<file path="config.mk">
export PLATFORM = sky130hd
export DESIGN_NAME = potato_timer
export DESIGN_NICKNAME = d
export VERILOG_FILES = /design/src/rtl/potato_timer.sv
export SDC_FILE = /design/constraint.sdc
export NUM_CORES = 1
export LEC_CHECK = 0
export CORE_MARGIN = 1
export CORE_UTILIZATION = 39
export CTS_CLUSTER_SIZE = 40
export DETAILED_ROUTE_END_ITERATION = 7
export MAX_ROUTING_LAYER = met4
export PLACE_DENSITY = 0.69
export SLEW_MARGIN = 40
export SYNTH_ARGS = -nofsm -noshare
export SYNTH_HDL_FRONTEND = slang
export SYNTH_SLANG_ARGS = --single-unit
</file>
<file path="constraint.sdc">
create_clock -name clk -period 7 [get_ports clk]
set_input_delay 1.05 -clock clk [delete_from_list [all_inputs] [get_ports clk]]
set_output_delay 1.05 -clock clk [all_outputs]
set_load 0.005 [all_outputs]
</file>
<file path="src/rtl/potato_timer.sv">
// Countdown-timer control for the potato game: edits MM:SS with a cursor, then
// runs, pauses, resumes and expires a 1 Hz countdown feeding the display memory.
module potato_timer #(
   parameter int TICKS_PER_SEC = 100_000_000
) (
   input  logic       clk,
   input  logic       rst,
   input  logic       btn_left,
   input  logic       btn_right,
   input  logic       btn_up,
   input  logic       btn_down,
   input  logic       btn_enter,
   output logic [4:0] select,
   output logic [4:0] second1,
   output logic [4:0] second2,
   output logic [4:0] minute1,
   output logic [4:0] minute2,
   output logic       running,
   output logic       expired
);

   localparam int CW = (TICKS_PER_SEC > 1) ? $clog2(TICKS_PER_SEC) : 1;
   localparam logic [CW-1:0] LAST_TICK = CW'(TICKS_PER_SEC - 1);

   typedef enum logic [1:0] {ST_SET, ST_RUN, ST_PAUSE, ST_DONE} state_t;

   state_t        state;
   logic [CW-1:0] tick_cnt;
   logic [4:0]    pre_s1, pre_s2, pre_m1, pre_m2;
   logic          tick, time_zero, time_one;

   assign tick      = (tick_cnt == LAST_TICK);
   assign time_zero = ({minute2, minute1, second2, second1} == '0);
   // The decrement reaches 00:00 exactly when the current time is 00:01.
   assign time_one  = ({minute2, minute1, second2} == '0) && (second1 == 5'd1);

   function automatic logic [4:0] inc_wrap(input logic [4:0] d, input logic [4:0] top);
      return (d >= top) ? 5'd0 : d + 5'd1;
   endfunction

   function automatic logic [4:0] dec_wrap(input logic [4:0] d, input logic [4:0] top);
      return (d == 5'd0) ? top : d - 5'd1;
   endfunction

   always_ff @(posedge clk) begin
      if (rst) begin
         state    <= ST_SET;
         select   <= '0;
         second1  <= '0;
         second2  <= '0;
         minute1  <= 5'd1;
         minute2  <= '0;
         pre_s1   <= '0;
         pre_s2   <= '0;
         pre_m1   <= 5'd1;
         pre_m2   <= '0;
         tick_cnt <= '0;
         running  <= 1'b0;
         expired  <= 1'b0;
      end else begin
         case (state)
            ST_SET: begin
               if (btn_enter) begin
                  if (select == 5'd4 && !time_zero) begin
                     pre_s1   <= second1;
                     pre_s2   <= second2;
                     pre_m1   <= minute1;
                     pre_m2   <= minute2;
                     tick_cnt <= '0;
                     state    <= ST_RUN;
                     running  <= 1'b1;
                  end
               end else if (btn_left) begin
                  select <= (select == 5'd0) ? 5'd4 : select - 5'd1;
               end else if (btn_right) begin
                  select <= (select >= 5'd4) ? 5'd0 : select + 5'd1;
               end else if (btn_up) begin
                  case (select)
                     5'd0:    second1 <= inc_wrap(second1, 5'd9);
                     5'd1:    second2 <= inc_wrap(second2, 5'd5);
                     5'd2:    minute1 <= inc_wrap(minute1, 5'd9);
                     5'd3:    minute2 <= inc_wrap(minute2, 5'd9);
                     default: ;
                  endcase
               end else if (btn_down) begin
                  case (select)
                     5'd0:    second1 <= dec_wrap(second1, 5'd9);
                     5'd1:    second2 <= dec_wrap(second2, 5'd5);
                     5'd2:    minute1 <= dec_wrap(minute1, 5'd9);
                     5'd3:    minute2 <= dec_wrap(minute2, 5'd9);
                     default: ;
                  endcase
               end
            end

            ST_RUN: begin
               select   <= 5'd4;
               tick_cnt <= tick ? '0 : tick_cnt + CW'(1);
               if (tick) begin
                  second1 <= dec_wrap(second1, 5'd9);
                  if (second1 == 5'd0) begin
                     second2 <= dec_wrap(second2, 5'd5);
                     if (second2 == 5'd0) begin
                        minute1 <= dec_wrap(minute1, 5'd9);
                        if (minute1 == 5'd0)
                           minute2 <= dec_wrap(minute2, 5'd9);
                     end
                  end
               end
               // Expiry on a tick edge takes precedence over a pause request.
               if (tick && time_one) begin
                  state   <= ST_DONE;
                  running <= 1'b0;
                  expired <= 1'b1;
               end else if (btn_enter) begin
                  state   <= ST_PAUSE;
                  running <= 1'b0;
               end
            end

            ST_PAUSE: begin
               if (btn_enter) begin
                  state   <= ST_RUN;
                  running <= 1'b1;
               end else if (btn_left || btn_right) begin
                  state  <= ST_SET;
                  select <= 5'd4;
               end
            end

            ST_DONE: begin
               if (btn_enter) begin
                  second1 <= pre_s1;
                  second2 <= pre_s2;
                  minute1 <= pre_m1;
                  minute2 <= pre_m2;
                  select  <= 5'd4;
                  expired <= 1'b0;
                  state   <= ST_SET;
               end
            end

            default: begin
               state   <= ST_SET;
               running <= 1'b0;
               expired <= 1'b0;
            end
         endcase
      end
   end

endmodule

</file>
# After elaboration in Yosys (flattened, before gate mapping)
# Index checks and enable logic that the tools add are counted.
[totals]
in_bits = 7
out_inout_bits = 27
register_bits = 76
[classes]
magnitude_cmp = 5
eq_ne = 31
n_reduce_logical = 27
muxes = 83
addsub = 11
[ops]
columns = ["cell", "n"]
rows = [
  ["two-way mux 5 bit", 58],
  ["two-way mux 27 bit", 3],
  ["one-hot mux 5 bit (3 select lines)", 4],
  ["one-hot mux 27 bit (2 select lines)", 1],
  ["!= test 2 bit (second input constant)", 15],
  ["adder 27 x 1 -> 27 bit (second input constant)", 1],
  ["equality test 27 bit (second input constant)", 1],
  ["adder 5 x 1 -> 5 bit (second input constant)", 5],
  ["zero test 5 bit", 5],
  ["subtractor 5 x 1 -> 5 bit (second input constant)", 5],
  ["zero test 20 bit", 1],
  ["one-hot mux 5 bit (4 select lines)", 1],
  [">= comparator 5 x 4 -> 1 bit (second input constant)", 3],
  ["zero test 15 bit", 1],
  ["AND reduction 5 bit", 3],
  ["two-way mux 2 bit", 7],
  ["!= test 3 bit (second input constant)", 4],
  ["AND reduction 11 bit", 1],
  ["equality test 5 x 1 -> 1 bit (second input constant)", 2],
  ["equality test 5 x 2 -> 1 bit (second input constant)", 2],
  [">= comparator 5 x 3 -> 1 bit (second input constant)", 2],
  ["AND reduction 10 bit", 1],
  ["AND reduction 3 bit", 3],
  ["AND reduction 9 bit", 1],
  ["15 further kinds", 27],
]

# Logic depth before layout (Yosys ltp)
# Gate-level depths: netlist (run 1).
[logic_depth]
depth_word = 9
ltp_mapped = 9
depth_no_buf = 7

# Least setup slack after synthesis (run 1)
# No wires, ideal clock.
[synth_timing]
path_kind = "in2reg"
from = "input btn_enter"
to = "register tick_cnt[18]"
path_slack_ns = 4.416
stages = 5
arrival_time_ns = 2.450
setup_time_ns = 0.134
path_buffers = 2
cell_sequence = "clkbuf_1 a41oi_1 a311oi_1 buf_2 a311oi_1"
[synth_between]
elab_chain_len = 2
[synth_rtl]
columns = ["item", "line", "text"]
rows = [
  ["from (decl)", "12", "input logic btn_enter,"],
  ["!= test 2 bit (no line)", "--", ""],
  ["AND reduction 3 bit (no line)", "--", ""],
  ["to (signal assigned)", "98", "tick_cnt <= tick ? '0 : tick_cnt + CW'(1);"],
  ["to (decl)", "28", "logic [CW-1:0] tick_cnt;"],
]
# Every way passes these cells.
# A chain may end at the register's enable or synchronous reset.

# Worst setup path in the final report (run 1)
[layout_timing]
from = "input btn_enter"
to = "register second1[0]"
[layout_between]
elab_chain_len = 2
elab_cells_between_ends = 3
classes_between = "eq/ne: 2; reduce/logical: 1"
[layout_rtl]
columns = ["item", "line", "text"]
rows = [
  ["!= test 2 bit (no line)", "--", ""],
  ["AND reduction 8 bit (no line) (*)", "--", ""],
  ["to (signal assigned)", "79", "5'd0: second1 <= inc_wrap(second1, 5'd9);"],
  ["to (signal assigned)", "87", "5'd0: second1 <= dec_wrap(second1, 5'd9);"],
  ["to (signal assigned)", "100", "second1 <= dec_wrap(second1, 5'd9);"],
  ["to (decl)", "14", "output logic [4:0] second1,"],
]
# Mark *: on every way between the ends. The rest lies on a longest branch, timed or not.

==> results.md, run 1 <==
- Proportion of layout cells with a drive suffix above 1: under 10%
- Via count: 4857
- I/O pins: 34
- Global-route usage over all layers: between 20% and 30%
- Setup bufs post-CTS: 0
- Placement Setup Slack: 3.50 ns
- Die W: 114 µm
- Clock skew: 0.00732 ns
- Top layer in use: met4
- Antenna cells: 0
- CP Data Required Time: just over 7 ns
- Max Cap Viol: 0
- Yosys reg bits: 76
- Placed Cells: 772
- Met2 routed wirelength: 6810 µm
- Final wirelength: approximately 14000 µm
- Core ar.: 12200 µm²
- Worst Max-Slew Pin Slew: 0.754 ns
- First drt pass iteration count: 5
- Global-route wire length before repair: ~23000 µm
- Tmin final: 3.23 ns
- Post-Syn Area: 4910 µm²
- Yosys warns: 0
- Post-DP HPWL: just over 9000 µm
- Post-synthesis net count: 640
- PortBufs: 33
- Rel. slew slack: 49.0%
- CTS tree: done
- Die area: 13100 µm²
- Row cnt: 40
- Hold buffer count at cts: 0
- Post-synth EDFFs: 0
- Routed wire per std cell: 17.7 µm
- Post-Layout Cell Count: about 790
- Leakage: ~0.0018 µW
- Initial antenna violation count: 0
- Clk pin slew, worst setup/hold paths: 0.06 ns
- CP endpoint kind: flop
- Slew Viols, Final: 0
- Clock Latency Late Sink: 0.34 ns
- Synth cell types: 69
- Setup TNS: 0 ns
- HP Class: flop to flop
- Tcrit/Tclk final: 46.1%
- Most common cell after layout, fill and taps aside: dfxtp_1
- Core Util, Final: 46.1%
- Synth-to-layout area growth: 14.1%
- Number of vias per cell: slightly above 6
- DRC Markers: 0
- Syn avg cell area: approximately 8.0 µm²
- Post-layout worst setup margin: 3.77 ns
- Vias in the first global route: about 4500
- PwrDens: 198 nW/µm²
- Critical-path maximum fanout: 13
- Fin. Hold Viols: 0
- CTS sink count: 76
- Tot Pwr: 1110 µW
- Largest net degree at the start of global routing: between 70 and 80
- Chip height: between 100 and 150 µm
- Ys async rst share: 0%
- H-tree lvl count: 3
- ANT nets after route: 0
- Worst Path Arrival: between 3 and 4 ns
- Layout Nets: 642
- Critical path class: input pin to flop
- Max Fclk: 0.310 GHz
- Top_reg_cell synth: dfxtp_1
- CP startpoint kind: input pin
- GPL Wtd Cong: 0.886
- Metal3 WL: roughly 720 µm
- Seq/Total Area, Yosys: 31.0%
- VDD IR max: 102 µV
- RSZ-0062 raised after global routing: false
- Layout filler cell count: 1210
- Inserted Clock Buffers: 9
- Remaining global-route overflow: 0
- Resize count post-CTS: 0
- WL met1: 6200 µm
- Status: finished, final reports clean
- Starting density of the core: 40.4%
- Clock root cell: clkbuf_16
- Commonest non-fill, non-tap cells in the layout: dfxtp_1 (75), nor2_1 (54), a21oi_1 (39), nand2_1 (38), clkdlybuf4s50_1 (32)
- DR iter-0 viols: 374
- Longest Clk Path Bufs: 2
- Post-Synthesis Cells: 613
- Final setup violation count: 0
[where the power goes]
part,switching (µW),internal [µW],total [µW]
logic,111,74.2,185
clock network,179,284,463
registers,21.1,441,463
[state kept, by name, indices dropped and copies added (netlist names)]
register and cells:
pre_m1 5, pre_s1 5, state 2, expired 1, second2 5, second1 5
pre_m2 5, running 1, pre_s2 5, minute2 5, select 5, tick_cnt 27
minute1 5
[Yosys cell counts, types with 6 or more instances]
| cell | number | area [µm²] |
|---|---|---|
| o21ai_0 | 24 | 120 |
| a311oi_1 | 14 | 123 |
| dfxtp_1 | 76 | 1520 |
| inv_1 | 19 | 71.3 |
| clkbuf_1 | 31 | 116 |
| nor3b_1 | 8 | 60.1 |
| a22oi_1 | 8 | 60.1 |
| a31oi_1 | 9 | 56.3 |
| mux2i_1 | 26 | 260 |
| and2_1 | 8 | 50.1 |
| nor3_1 | 25 | 125 |
| ha_1 | 20 | 250 |
| and3_1 | 9 | 56.3 |
| a211oi_1 | 11 | 82.6 |
| nand2_1 | 38 | 143 |
| a41oi_1 | 7 | 61.3 |
| nand2b_1 | 7 | 43.8 |
| o21a_1 | 6 | 45.0 |
| or3_1 | 6 | 37.5 |
| nor4_1 | 11 | 68.8 |
| buf_2 | 10 | 50.1 |
| nor2_1 | 54 | 203 |
| nand3_1 | 26 | 130 |
| nand4_1 | 12 | 75.1 |
| o31ai_1 | 10 | 75.1 |
| a21oi_1 | 39 | 195 |
[kinds of logic after synthesis]
kind of cell	Yosys count	synth area share, %
flops	76	31.0
compound gates	177	25.1
simple gates	242	26.6
buf+inv	67	5.91
fa+ha+maj	20	5.09
mux	28	5.75
xor+xnor	3	0.535
[worst paths after layout]
check,from,to,slack (ns),cells after the start
worst min-delay path,pre_s2[1]$_SDFFE_PP0P_,pre_s2[1]$_SDFFE_PP0P_,0.49,2
worst min register to register,pre_s2[1]$_SDFFE_PP0P_,pre_s2[1]$_SDFFE_PP0P_,0.49,2
worst max register to register,second1[0]$_SDFFE_PP0P_,tick_cnt[20]$_SDFFE_PP0P_,4.21,7
worst max-delay path,btn_enter,second1[0]$_SDFFE_PP0P_,3.77,6
[metrics by stage]
stage / hold slack [ns] / area (µm²)
floorplan: 0.442 / 4910
global placement: 0.455 / 5300
detailed placement: 0.484 / 5320
CTS: 0.498 / 5600
global route: 0.515 / 5610
finish: 0.493 / 5610
[cell type report]
type / instances / area [µm²] / area share [%]
inverters: 19 / 71.3 / 1.27
flip-flops and latches: 76 / 1520 / 27.2
well taps: 168 / 210 / 3.75
clock buffers: 13 / 250 / 4.46
repair buffers: 39 / 374 / 6.67
clock inverters: 2 / 35.0 / 0.625
multi-input cells: 470 / 3140 / 56.1
[layer usage]
layer / GRT usage (%) / vias up
li1: - / 2334
met1: 27.6 / 2339
met2: 36.2 / 159
met3: 4.39 / 25
met4: 7.10 / 0
met5: - / -
[worst max-delay path, cell delays in order]
cell and delay, ns:
clkdlybuf4s50_1 0.61, or4_1 0.51, nor4_1 0.37, a31oi_1 0.32, and2_1 0.31, o32ai_1 0.29
Note: power is estimated with default switching activity, not from simulation.
==> run 2: changes to the inputs <==
==> constraint.sdc (replaced) <==
create_clock -name clk -period 3.01 [get_ports clk]
set_input_delay 0.4515 -clock clk [delete_from_list [all_inputs] [get_ports clk]]
set_output_delay 0.4515 -clock clk [all_outputs]
set_load 0.005 [all_outputs]
==> results.md, run 2 (synthesis results as in run 1) <==
- R2r endpoint: minute2[0]$_SDFFE_PP0P_
- DR iter-0 viols: 456 (+22%)
- CP Data Required Time: 3.26 ns (-3.98 ns)
- CP Cell Sequence: inv_1 > ha_1 > nor4b_2 > nand4_1 > or4_1 > a221o_1 > o31ai_1
- CP endpoint kind: flop
- Max incr delay on CP: 0.59 ns (-0.02 ns)
- WHS Endpoint: pre_m1[0]$_SDFFE_PP1P_
- HP Class: flop to flop
- Proportion of layout cells with a drive suffix above 1: 7.98% (+2.2 points)
- Max Cap Viol: 0 (unchanged)
- Post-DP HPWL: 9350 µm (+0.80%)
- ANT nets after route: 0 (unchanged)
- Global-route usage over all layers: 22.1% (-0.079 points)
- Setup bufs post-CTS: 0 (unchanged)
- Die area: 13100 µm² (unchanged)
- Synth-to-layout area growth: 16.6%
- Final wirelength: 13800 µm (-1.3%)
- PwrDens: 449 nW/µm² (+130%)
- Worst Path Buf+Inv: 1 (unchanged)
- Net Sw Frac: 28.4% (+0.42 points)
- Hold Crit Depth: 2 (unchanged)
- Area of the multi-input gates: 3120 µm² (-0.72%)
- CTS sink count: 76 (unchanged)
- Sequential Power Share: 41.1% (-0.6 points)
- I/O pins: 34 (unchanged)
- CTS tree: done
- Commonest non-fill, non-tap cells in the layout: dfxtp_1 (76), nor2_1 (54), a21oi_1 (39), nand2_1 (38), clkdlybuf4s50_1 (32)
- Clk pin slew, worst setup/hold paths: 0.06 ns (about the same)
- Layout Nets: 661 (+3.0%)
- Clock Latency Late Sink: 0.34 ns (about the same)
- Max reg flops: 27 (unchanged)
- Clock root cell: clkbuf_16
- Tcrit/Tclk final: 87.6%
- Largest register by flop count: tick_cnt
- Global-route wire length before repair: 22500 µm (-0.27%)
- Top delay family on crit path: simple AND/OR/NAND/NOR gates
- Core ar.: 12200 µm² (unchanged)
- Most common cell after layout, fill and taps aside: dfxtp_1
- Rel. slew slack: 49.9% (+0.90 points)
- Layout filler cell count: 1188 (-1.8%)
- Largest net degree at the start of global routing: 77 (-1.3%)
- CP max stage cell: or4_1
- Critical path class: flop to flop
- Via count: 4902 (+0.93%)
- Routed wire per std cell: 17.1 µm (-3.8%)
- Critical-path maximum fanout: 8 (-5)
- Final setup violation count: 0 (unchanged)
- Initial antenna violation count: 0 (unchanged)
- Slew Viols, Final: 0 (unchanged)
- DRC Markers: 0 (unchanged)
- Worst Path Arrival: 2.89 ns (-0.57 ns)
- Inserted Clock Buffers: 9 (unchanged)
- Core Util, Final: 47.1% (+1.0 points)
- Remaining global-route overflow: 0 (unchanged)
- Tmin final: 2.64 ns
- Clk network pwr share: 40.5% (-1.2 points)
- Antenna cells: 0 (unchanged)
- Fin. Hold Viols: 0 (unchanged)
- H-tree lvl count: 3 (unchanged)
- Number of vias per cell: 6.07 (-1.6%)
- Sw power: 732 µW (+140%)
- Die W: 114 µm (unchanged)
- Register Area: 1520 µm² (about the same)
- CP startpoint kind: flop
- Setup slack, reg-to-reg: 0.37 ns (-3.84 ns)
- GPL Wtd Cong: 0.890 (+0.50%)
- Setup TNS: 0 ns (unchanged)
- Clock skew: 0.00598 ns (-0.00134 ns)
- Row cnt: 40 (unchanged)
- Chip height: 114 µm (unchanged)
- VDD IR max: 307 µV (+200%)
- Final instance area: 5730 µm² (+2.2%)
- Longest Clk Path Bufs: 2 (unchanged)
- PortBufs: 33 (unchanged)
- Pint: 1840 µW (+130%)
- Resize count post-CTS: 0 (unchanged)
- R2r worst-path depth: 7 (unchanged)
- Logic pwr share: 18.4% (+1.7 points)
- Status: finished, final reports clean
- Hold Crit Start: pre_m1[0]$_SDFFE_PP1P_
- Vias in the first global route: 4475 (-0.97%)
- FF-to-FF Start: minute1[1]$_SDFFE_PP0P_
- RSZ-0062 raised after global routing: false
- First drt pass iteration count: 5 (unchanged)
- Max Fclk: 0.379 GHz
- Hold buffer count at cts: 0 (unchanged)
- Post-DP Area: 5430 µm² (+2.2%)
- Starting density of the core: 40.4% (unchanged)
- Leakage: 0.00191 µW (+5.1%)
- Worst Max-Slew Pin Slew: 0.750 ns (-0.00370 ns)
run 2: changes by cell type in the layout (fill, tap and decap cells not counted):
| cell | before | now |
|---|---|---|
| dfxtp_2 | 1 | 0 |
| o21ai_2 | 1 | 0 |
| buf_12 | 0 | 1 |
| o21ai_1 | 1 | 2 |
| clkbuf_8 | 1 | 3 |
| bufinv_16 | 1 | 0 |
| nor4_2 | 1 | 0 |
| buf_4 | 5 | 24 |
| nor4_1 | 10 | 11 |
| nor4b_2 | 3 | 1 |
| nor4b_1 | 3 | 5 |
| buf_6 | 1 | 0 |
| dfxtp_1 | 75 | 76 |
run 2: layout make-up:
cell class / instances / share of cell area (%)
clock buffer: 15 / 4.85
sequential: 76 / 26.5
clock inverter: 1 / 0.0873
inverter: 19 / 1.24
timing repair buffer: 58 / 9.17
tap: 168 / 3.67
multi-input combinational: 470 / 54.5
run 2: power by group through the flow:
stage	combinational, µW	sequential, µW	clock [µW]
global placement	452	1080	0
finish	473	1060	1040
floorplan	311	1070	0
CTS	462	1060	1050
detailed placement	460	1080	0
global route	512	1060	1090
run 2: through the flow:
step	power (µW)	worst slack [ns]	hold slack (ns)	cells
after floorplan	1380	0.639	0.442	613
after global placement	1530	0.339	0.463	790
after detailed placement	1540	0.316	0.470	790
after CTS	2570	0.419	0.485	806
after global routing	2670	0.222	0.506	807
final	2570	0.372	0.482	807
run 2: worst reg2reg max path: stages, from the launching register on:
cell and delay (ns):
dfxtp_1 0.39, inv_1 0.15, ha_1 0.21, nor4b_2 0.54, nand4_1 0.21, or4_1 0.59, a221o_1 0.40, o31ai_1 0.06
run 2: how the worst max path moves through the flow:
stage / from / end / slack (ns) / depth (start not counted)
floorplan: second1[0]$_SDFFE_PP0P_ / minute2[0]$_SDFFE_PP0P_ / 0.64 / 8
global placement: btn_left / second1[2]$_SDFFE_PP0P_ / 0.34 / 6
detailed placement: btn_left / second1[3]$_SDFFE_PP0P_ / 0.32 / 6
CTS: minute1[1]$_SDFFE_PP0P_ / minute2[4]$_SDFFE_PP0P_ / 0.42 / 7
global route: minute1[1]$_SDFFE_PP0P_ / minute2[0]$_SDFFE_PP0P_ / 0.22 / 7
finish: minute1[1]$_SDFFE_PP0P_ / minute2[0]$_SDFFE_PP0P_ / 0.37 / 7
run 2: per-layer routing:
metal	GRT usage [%]	vias up	routed length, µm
li1	-	2378	-
met1	27.5	2334	6210
met2	36.7	173	6570
met3	4.24	17	826
met4	6.15	0	161
met5	-	-	0
